**src/rtl/char_spike_pkg.sv**
```systemverilog
// rtl/char_spike_pkg.sv - shared types, default pattern ROM and LFSR helpers for char_spike_gen
package char_spike_pkg;

    localparam int DEF_NUM_PIX    = 9;
    localparam int DEF_NUM_CHARS  = 4;
    localparam int DEF_INT_W      = 4;
    localparam int DEF_NUM_FRAMES = 16;

    localparam int ROM_CHARS = 4;
    localparam int ROM_PIX   = 9;

    typedef enum logic [1:0] {
        IDLE,
        LOAD,
        RUN,
        DONE
    } state_t;

    // Pixel 0 first, row-major from the top-left corner.
    localparam logic [3:0] ROM_DEFAULT [ROM_CHARS][ROM_PIX] = '{
        '{4'h0, 4'hF, 4'h0, 4'hF, 4'hF, 4'hF, 4'h0, 4'hF, 4'h0},
        '{4'hF, 4'h0, 4'h0, 4'h0, 4'hA, 4'h0, 4'h0, 4'h0, 4'h5},
        '{4'h8, 4'h8, 4'h8, 4'h8, 4'h8, 4'h8, 4'h8, 4'h8, 4'h8},
        '{4'h0, 4'h0, 4'h0, 4'h0, 4'h0, 4'h0, 4'h0, 4'h0, 4'h0}
    };

    localparam logic [15:0] LFSR_SEED = 16'hACE1;

    // Fibonacci form, taps 16,14,13,11.
    function automatic logic [15:0] lfsr_step(input logic [15:0] s);
        return {s[14:0], s[15] ^ s[13] ^ s[12] ^ s[10]};
    endfunction

    function automatic logic [15:0] rotl16(input logic [15:0] v, input int n);
        int k;
        k = n % 16;
        return (v << k) | (v >> (16 - k));
    endfunction

endpackage

```
**src/rtl/char_pattern_rom.sv**
```systemverilog
// rtl/char_pattern_rom.sv - registered-read character intensity ROM
module char_pattern_rom
    import char_spike_pkg::*;
#(
    parameter int NUM_PIX   = DEF_NUM_PIX,
    parameter int NUM_CHARS = DEF_NUM_CHARS,
    parameter int INT_W     = DEF_INT_W,
    localparam int SEL_W    = (NUM_CHARS > 1) ? $clog2(NUM_CHARS) : 1
) (
    input  logic                     clk,
    input  logic                     en,
    input  logic [SEL_W-1:0]         index,
    output logic [NUM_PIX*INT_W-1:0] data
);

    logic [NUM_PIX*INT_W-1:0] table_q [NUM_CHARS];

    // Characters or pixels beyond the default table read as blank.
    for (genvar c = 0; c < NUM_CHARS; c++) begin : g_char
        for (genvar p = 0; p < NUM_PIX; p++) begin : g_pix
            if (c < ROM_CHARS && p < ROM_PIX) begin : g_def
                assign table_q[c][p*INT_W +: INT_W] = INT_W'(ROM_DEFAULT[c][p]);
            end else begin : g_blank
                assign table_q[c][p*INT_W +: INT_W] = '0;
            end
        end
    end

    always_ff @(posedge clk) begin
        if (en) begin
            data <= table_q[index];
        end
    end

endmodule

```
**src/rtl/char_spike_gen.sv**
```systemverilog
// rtl/char_spike_gen.sv - multi-pixel rate-coded character spike generator
// Optional CHAR_SPIKE_LFSR_EN: LFSR stochastic coding replaces the PWM phase compare.
module char_spike_gen
    import char_spike_pkg::*;
#(
    parameter int NUM_PIX    = DEF_NUM_PIX,
    parameter int NUM_CHARS  = DEF_NUM_CHARS,
    parameter int INT_W      = DEF_INT_W,
    parameter int NUM_FRAMES = DEF_NUM_FRAMES,
    localparam int SEL_W     = (NUM_CHARS > 1) ? $clog2(NUM_CHARS) : 1,
    localparam int FRM_W     = (NUM_FRAMES > 1) ? $clog2(NUM_FRAMES) : 1
) (
    input  logic               clk,
    input  logic               rst,
    input  logic               start,
    input  logic [SEL_W-1:0]   char_select,
    output logic               busy,
    output logic               done,
    output logic [FRM_W-1:0]   frame_cnt,
    output logic [NUM_PIX-1:0] pix_out
);

    localparam int               PERIOD     = 2**INT_W - 1;
    localparam logic [INT_W-1:0] PHASE_LAST = INT_W'(PERIOD - 1);
    localparam logic [FRM_W-1:0] FRAME_LAST = FRM_W'(NUM_FRAMES - 1);

    state_t                   state;
    logic [INT_W-1:0]         phase;
    logic [INT_W-1:0]         phase_nxt;
    logic [NUM_PIX*INT_W-1:0] rom_data;
    logic [NUM_PIX*INT_W-1:0] intens;
    logic [NUM_PIX-1:0]       cmp_load;
    logic [NUM_PIX-1:0]       cmp_run;

    // The ROM only captures in IDLE, so its output holds the character latched with start.
    char_pattern_rom #(
        .NUM_PIX  (NUM_PIX),
        .NUM_CHARS(NUM_CHARS),
        .INT_W    (INT_W)
    ) u_rom (
        .clk  (clk),
        .en   (state == IDLE),
        .index(char_select),
        .data (rom_data)
    );

    assign phase_nxt = (phase == PHASE_LAST) ? '0 : phase + 1'b1;

`ifdef CHAR_SPIKE_LFSR_EN
    logic [15:0] lfsr;
    logic [15:0] lfsr_nxt;

    function automatic logic [INT_W-1:0] rand_slice(input logic [15:0] v, input int n);
        logic [15:0] r;
        r = rotl16(v, n);
        return r[INT_W-1:0];
    endfunction

    assign lfsr_nxt = lfsr_step(lfsr);

    // lfsr holds the value used for the pix_out currently on the outputs.
    always_ff @(posedge clk) begin
        if (rst || state == LOAD) begin
            lfsr <= LFSR_SEED;
        end else if (state == RUN) begin
            lfsr <= lfsr_nxt;
        end
    end

    always_comb begin
        cmp_load = '0;
        cmp_run  = '0;
        for (int i = 0; i < NUM_PIX; i++) begin
            cmp_load[i] = rom_data[i*INT_W +: INT_W] > rand_slice(LFSR_SEED, i);
            cmp_run[i]  = intens[i*INT_W +: INT_W] > rand_slice(lfsr_nxt, i);
        end
    end
`else
    always_comb begin
        cmp_load = '0;
        cmp_run  = '0;
        for (int i = 0; i < NUM_PIX; i++) begin
            cmp_load[i] = rom_data[i*INT_W +: INT_W] != '0;
            cmp_run[i]  = intens[i*INT_W +: INT_W] > phase_nxt;
        end
    end
`endif

    // pix_out is registered, so each edge loads the value for the cycle that follows it.
    always_ff @(posedge clk) begin
        if (rst) begin
            state     <= IDLE;
            busy      <= 1'b0;
            done      <= 1'b0;
            pix_out   <= '0;
            frame_cnt <= '0;
            phase     <= '0;
            intens    <= '0;
        end else begin
            case (state)
                IDLE: begin
                    done <= 1'b0;
                    if (start) begin
                        state <= LOAD;
                        busy  <= 1'b1;
                    end
                end
                LOAD: begin
                    intens    <= rom_data;
                    phase     <= '0;
                    frame_cnt <= '0;
                    pix_out   <= cmp_load;
                    state     <= RUN;
                end
                RUN: begin
                    if (phase == PHASE_LAST && frame_cnt == FRAME_LAST) begin
                        state   <= DONE;
                        busy    <= 1'b0;
                        done    <= 1'b1;
                        pix_out <= '0;
                    end else begin
                        phase   <= phase_nxt;
                        pix_out <= cmp_run;
                        if (phase == PHASE_LAST) begin
                            frame_cnt <= frame_cnt + 1'b1;
                        end
                    end
                end
                DONE: begin
                    done      <= 1'b0;
                    frame_cnt <= '0;
                    phase     <= '0;
                    state     <= IDLE;
                end
                default: state <= IDLE;
            endcase
        end
    end

endmodule

```
**config.mk**
```make
export PLATFORM = sky130hd
export DESIGN_NAME = char_spike_gen
export DESIGN_NICKNAME = d
export VERILOG_FILES = /design/src/rtl/char_spike_pkg.sv /design/src/rtl/char_pattern_rom.sv /design/src/rtl/char_spike_gen.sv
export SDC_FILE = /design/constraint.sdc
export NUM_CORES = 1
export LEC_CHECK = 0
export BUFFER_PORTS_ARGS = -buffer_cell sky130_fd_sc_hd__buf_4
export CAP_MARGIN = 20
export CORE_UTILIZATION = 46
export CTS_BUF_LIST = sky130_fd_sc_hd__clkbuf_4 sky130_fd_sc_hd__clkbuf_8
export CTS_CLUSTER_SIZE = 20
export DETAILED_ROUTE_END_ITERATION = 6
export GPL_TIMING_DRIVEN = 0
export PLACE_DENSITY = 0.77
export SYNTH_ARGS = -nofsm -noshare
export SYNTH_HDL_FRONTEND = slang
export SYNTH_SLANG_ARGS = --single-unit
export TNS_END_PERCENT = 10
```
**constraint.sdc**
```tcl
create_clock -name clk -period 4.3 [get_ports clk]
set_clock_uncertainty 0.2 [all_clocks]
set_input_delay 0.43 -clock clk [delete_from_list [all_inputs] [get_ports clk]]
set_output_delay 0.43 -clock clk [all_outputs]
set_load 0.05 [all_outputs]
```
======== Word level (Yosys, flattened, before mapping) ========
Index checks and enable logic that the tools add are counted.
storage, ports and cells
  register bits ........................... 93
  output and inout bits ................... 15
cells by class
  $lt $le $gt $ge ......................... 10
  reduce and logical (&&, ||, !) cells .... 22
  eq/ne operators ......................... 9
  add/sub/neg operators ................... 2
  multiplexer cells ....................... 19
  bitwise gates (word level) .............. 1
operator list
  kind                                                             number
  36-bit binary-select mux with 2-bit select                       1
  36-bit 2-to-1 mux                                                2
  4-bit > comparator                                               9
  4-bit nonzero test                                               9
  9-bit case mux with 2 select lines                               1
  4-bit 2-to-1 mux                                                 4
  4-bit case mux with 2 select lines                               2
  9-bit 2-to-1 mux                                                 1
  4-bit by 1-bit adder with 4-bit output, second input constant    2
  4-bit == test, second input constant                             2
  2-bit != test, second input constant                             4
  2-bit case mux with 4 select lines                               1
  2-bit nonzero test                                               4
  2-bit AND reduction                                              3
  3-bit AND reduction                                              2
  2-bit == test, second input constant                             2
  2-bit 2-to-1 mux                                                 2
  1-bit case mux with 2 select lines                               2
  2-bit OR reduction                                               2
  3-bit greater-or-equal comparator, second input constant         1
  1-bit 2-to-1 mux                                                 3
  2-bit inverter with 3-bit output                                 1
  2-bit by 1-bit == test with 1-bit output, second input constant  1
  2-bit logical NOT                                                1
  1-bit logical AND                                                1

======== Depth between registers and ports, before layout ========
  depth after elaboration ................. 5
  mapped depth ............................ 9
  depth with buffers taken out ............ 9

======== Modules after synthesis ========
A second synthesis with hierarchy kept.
unflattened totals
  cells, all modules ...................... 381
  area, all modules ....................... 3717.3 sq um
modules (own cells, without submodules)
  module            instances  area each (sq um)  cells an instance
  char_spike_gen    1          3218.1             336
  char_pattern_rom  1          499.2              45

======== Least setup slack after synthesis ========
OpenSTA, ideal clock, no wires.
  kind .................................... register to register
  from .................................... register state[0]
  to ...................................... register frame_cnt[0]
  setup time .............................. 66 ps
  cell stages (with the launch flop) ...... 8
  arrival ................................. 1668 ps
  path slack .............................. 2365 ps
  period minus slack after synthesis ...... 1935 ps
  path buffers ............................ 1
  path through ............................ dfxtp_1 -> inv_1 -> ha_1 -> clkbuf_2 -> a41oi_1 -> nand2_2 -> or3_1 -> a21oi_2
on the way
  cells in the longest elaborated chain, start to end .. 4
  elaborated cells on any way between the ends .. 9
  those cells by class .................... 5 x eq/ne; 1 x mux; 3 x reduce/logical
RTL lines
  element                                                                    line                   source
  start: declaration                                                         char_spike_gen.sv:27   state_t state;
  start signal: assignment                                                   char_spike_gen.sv:92   state <= IDLE;
  start signal: assignment                                                   char_spike_gen.sv:104  state <= LOAD;
  start signal: assignment                                                   char_spike_gen.sv:113  state <= RUN;
  2-bit == test or 2-bit by 1-bit == test with 1-bit output (tied branches)  char_spike_gen.sv:100  case (state)
  2-bit OR reduction (no line)                                               -
  2-bit nonzero test (no line)                                               -
  3-bit AND reduction (no line)                                              -
  end signal: assignment                                                     char_spike_gen.sv:125  frame_cnt <= frame_cnt + 1'b1;
  end: declaration                                                           char_spike_gen.sv:19   output logic [FRM_W-1:0] frame_cnt,
Parallel ways exist; a longest one is shown, timed or not.
A chain may end at the register's enable or synchronous reset.

======== Worst setup path in the final report ========
Ends and elaborated chain as after synthesis.

==> metrics.md <==
| Metric | Value |
|---|---|
| Sequential area share after synthesis | `about two fifths` |
| Period minus WS final | `2.18 ns` |
| Max VDD drop | `0.379 mV` |
| Final Cell Area | `around 2000 um^2` |
| Die area | `slightly above 4000 um^2` |
| Leading cell types in the layout, fill and taps excluded | `24 x buf_4, 24 x nor2_1, 24 x dfxtp_1` |
| CTS H-tree lvls | `2` |
| Clock sink count | `31` |
| R2R Path End | `frame_cnt[0]` |
| R2R Path Start | `state[0]` |
| Cell count after synthesis | `199` |
| Gr ovfl total | `0` |
| Status | `complete, no violations` |
| Max Slew Vio Count | `0` |
| Io pins | `20` |
| Syn_nets | `about 220` |
| Endpoints failing setup | `0` |
| Wire per inst | `12.7 um` |
| Die W | `between 60 and 70 um` |
| Crit path max-delay cell type | `dfxtp_1` |
| FP Rows | `22` |
| Core area | `3660 um^2` |
| Hold Path Class | `input port to flop` |
| Chip Height | `63.9 um` |
| Final ANT Viol Nets | `0` |
| Multi-input logic area | `941 um^2` |
| R2R setup slack | `2.12 ns` |
| FF+latch area | `roughly 690 um^2` |
| Slew @ Worst Pin | `around 0.48 ns` |
| Clock Root Buffer | `clkbuf_8` |
| Post-CTS Setup Inserts | `0` |
| N_diodes | `0` |
| Worst Hold Slack | `between 0.1 and 0.15 ns` |
| Setup crit start | `state[0]` |
| Initial core utilization | `48.2%` |
| Worst EP required | `4.32 ns` |
| Yosys reg bits | `31` |
| CP Max Fanout | `8` |
| Number of max-cap violations | `0` |
| Placed Instance Area | `1960 um^2` |
| Clock latency on the worst-skew pair | `0.28 ns` |
| Number of global-route vias before repair | `approximately 1,300` |
| Hold path start | `rst` |
| Largest net degree at the start of global routing | `11` |
| Power Dens Cells | `750 nW/um^2` |
| Critical Path Sink Type | `flop` |
| CTS Buf Count | `5` |
| Initial antenna violation count | `0` |
| Nets | `249` |
| First-pass GRT wire length | `5.74 mm` |
| Synthesis-to-layout area growth | `15.8%` |
| PostCTS Resize Cnt | `0` |
| Max transition margin | `68.2%` |
| Final hold violation count | `0` |
| Port bufs | `18` |
| CTS tree | `built` |
| Final wirelength | `3.46 mm` |
| Clock slew at reported path FFs | `0.06 ns` |
| Distinct cells, synth | `36` |
| Cells on worst reg2reg path | `7` |
| Global placement routability congestion | `0.826` |
| Remaining DRCs | `0` |
| Layout cells sized above 1 | `18.7%` |
| LEAKAGE | `0.885 nW` |
| RSZ-0062 raised after global routing | `false` |
| Final worst-path cycle share | `50.7%` |
| # fillers | `327` |
| DRT Pass-1 Iters | `4` |
| Fmax | `459 MHz` |
| CTS hold repair buffers | `0` |
| WHS Endpoint | `pix_out[6]` |
| Largest stage delay, worst path | `about 0.39 ns` |
| Worst path arrival time | `2.20 ns` |
| Mean post-synth cell area | `8.86 um^2` |
| Synthesized cell area | `1760 um^2` |
| Setup total negative slack | `0 ns` |
| CP Cell Sequence | `inv_1, ha_1, clkbuf_2, a41oi_1, nand2_2, or3_1, a21oi_2` |
| Yosys warning count | `0` |
| Iter 0 DRT Violations | `68` |
| Hold depth | `2` |
| Via density | `5.25` |
| Detail Placement HPWL | `2.61 mm` |
| Clock buffer depth | `2` |
| Vias | `between 1,000 and 1,500` |
| Crit path kind | `flop to flop` |
| Global-route total usage across every layer | `18.3%` |
| Startpoint class of the critical path | `flop` |
## per-stage QoR
step / std cells / setup slack, ns / power (mW) / util (%)
2_1_floorplan: 199 / 2.37 / 1.11 / -
3_3_place_gp: 265 / 2.17 / 1.29 / 53.5
3_5_place_dp: 265 / 2.17 / 1.31 / 53.5
4_1_cts: 273 / 2.14 / 1.53 / 55.8
5_1_grt: 273 / 2.01 / 1.65 / 55.8
6_report: 273 / 2.12 / 1.53 / 55.8
## state kept, by name (all words and copies together), names as in the netlist
name,count
done,1
state,2
u_rom.data,7
busy,1
phase,4
frame_cnt,4
intens,7
pix_out,5
## cell usage after synthesis (all sizes together)
master / instances / area (um^2)
nor3b: 1 / 7.51
clkbuf: 5 / 30.0
a41oi: 1 / 8.76
nand2b: 2 / 12.5
a21o: 2 / 15.0
or3: 1 / 6.26
edfxtp: 7 / 210
dfxtp: 24 / 480
ha: 20 / 250
mux2i: 8 / 80.1
a22o: 1 / 10.0
nand3: 6 / 30.0
buf: 7 / 56.3
or2: 1 / 6.26
a32o: 1 / 10.0
a21oi: 21 / 113
nor2: 25 / 96.4
nor2b: 1 / 8.76
nand3b: 2 / 15.0
a31oi: 4 / 25.0
o21ai: 11 / 55.1
nand4: 5 / 31.3
a22oi: 2 / 15.0
o32ai: 1 / 8.76
a211oi: 1 / 7.51
nand4b: 1 / 15.0
inv: 12 / 45.0
nor3: 6 / 30.0
or4: 1 / 7.51
nand2: 19 / 76.3
## power by group
| part | switching (mW) | internal (mW) |
|---|---|---|
| logic | 0.526 | 0.306 |
| registers | 0.0741 | 0.404 |
| clock network | 0.106 | 0.116 |
| total | 0.706 | 0.826 |
## worst max-delay path by stage
stage,slack [ns],to
2_1_floorplan,2.37,frame_cnt[0]
3_3_place_gp,2.17,frame_cnt[0]
3_5_place_dp,2.17,frame_cnt[0]
4_1_cts,2.14,frame_cnt[0]
5_1_grt,2.01,frame_cnt[0]
6_report,2.12,frame_cnt[0]
## cell type report
| class | instances | area share [%] |
|---|---|---|
| plain buffers | 12 | 4.23 |
| clock buffers | 6 | 3.74 |
| inverters | 12 | 2.21 |
| multi-input cells | 144 | 46.1 |
| clock inverters | 2 | 0.368 |
| flip-flops and latches | 31 | 33.8 |
| well taps | 48 | 2.94 |
| repair buffers | 18 | 6.62 |
## cell families (layout without fill, tap and decap cells)
group                      after synthesis  after routing  share of synthesized area, %
and+or+nand+nor                         71             71                          19.4
AOI/OAI and AO/OA                       45             45                          15.2
DFF                                     31             31                          39.2
buffers and inverters                   24             50                          7.45
adders and majority gates               20             20                          14.2
muxes                                    8              8                          4.54
## critical path, delay by kind of cell, from the launching register on
family / cells / cell delay [ns]
AO/OA/AOI/OAI: 2 / 0.38
AND/OR/NAND/NOR: 2 / 0.48
adder cells (fa/ha/maj): 1 / 0.33
flip-flops: 1 / 0.39
buffers and inverters: 2 / 0.33
## metal layers
metal	share of wire [%]	track usage, %	vias up
met5	0	0	-
met4	2.2	8.52	0
met3	4.2	5.71	7
met2	44	27.9	32
met1	50	23.5	643
li1	-	-	750
(Power assumes the default switching activity.)
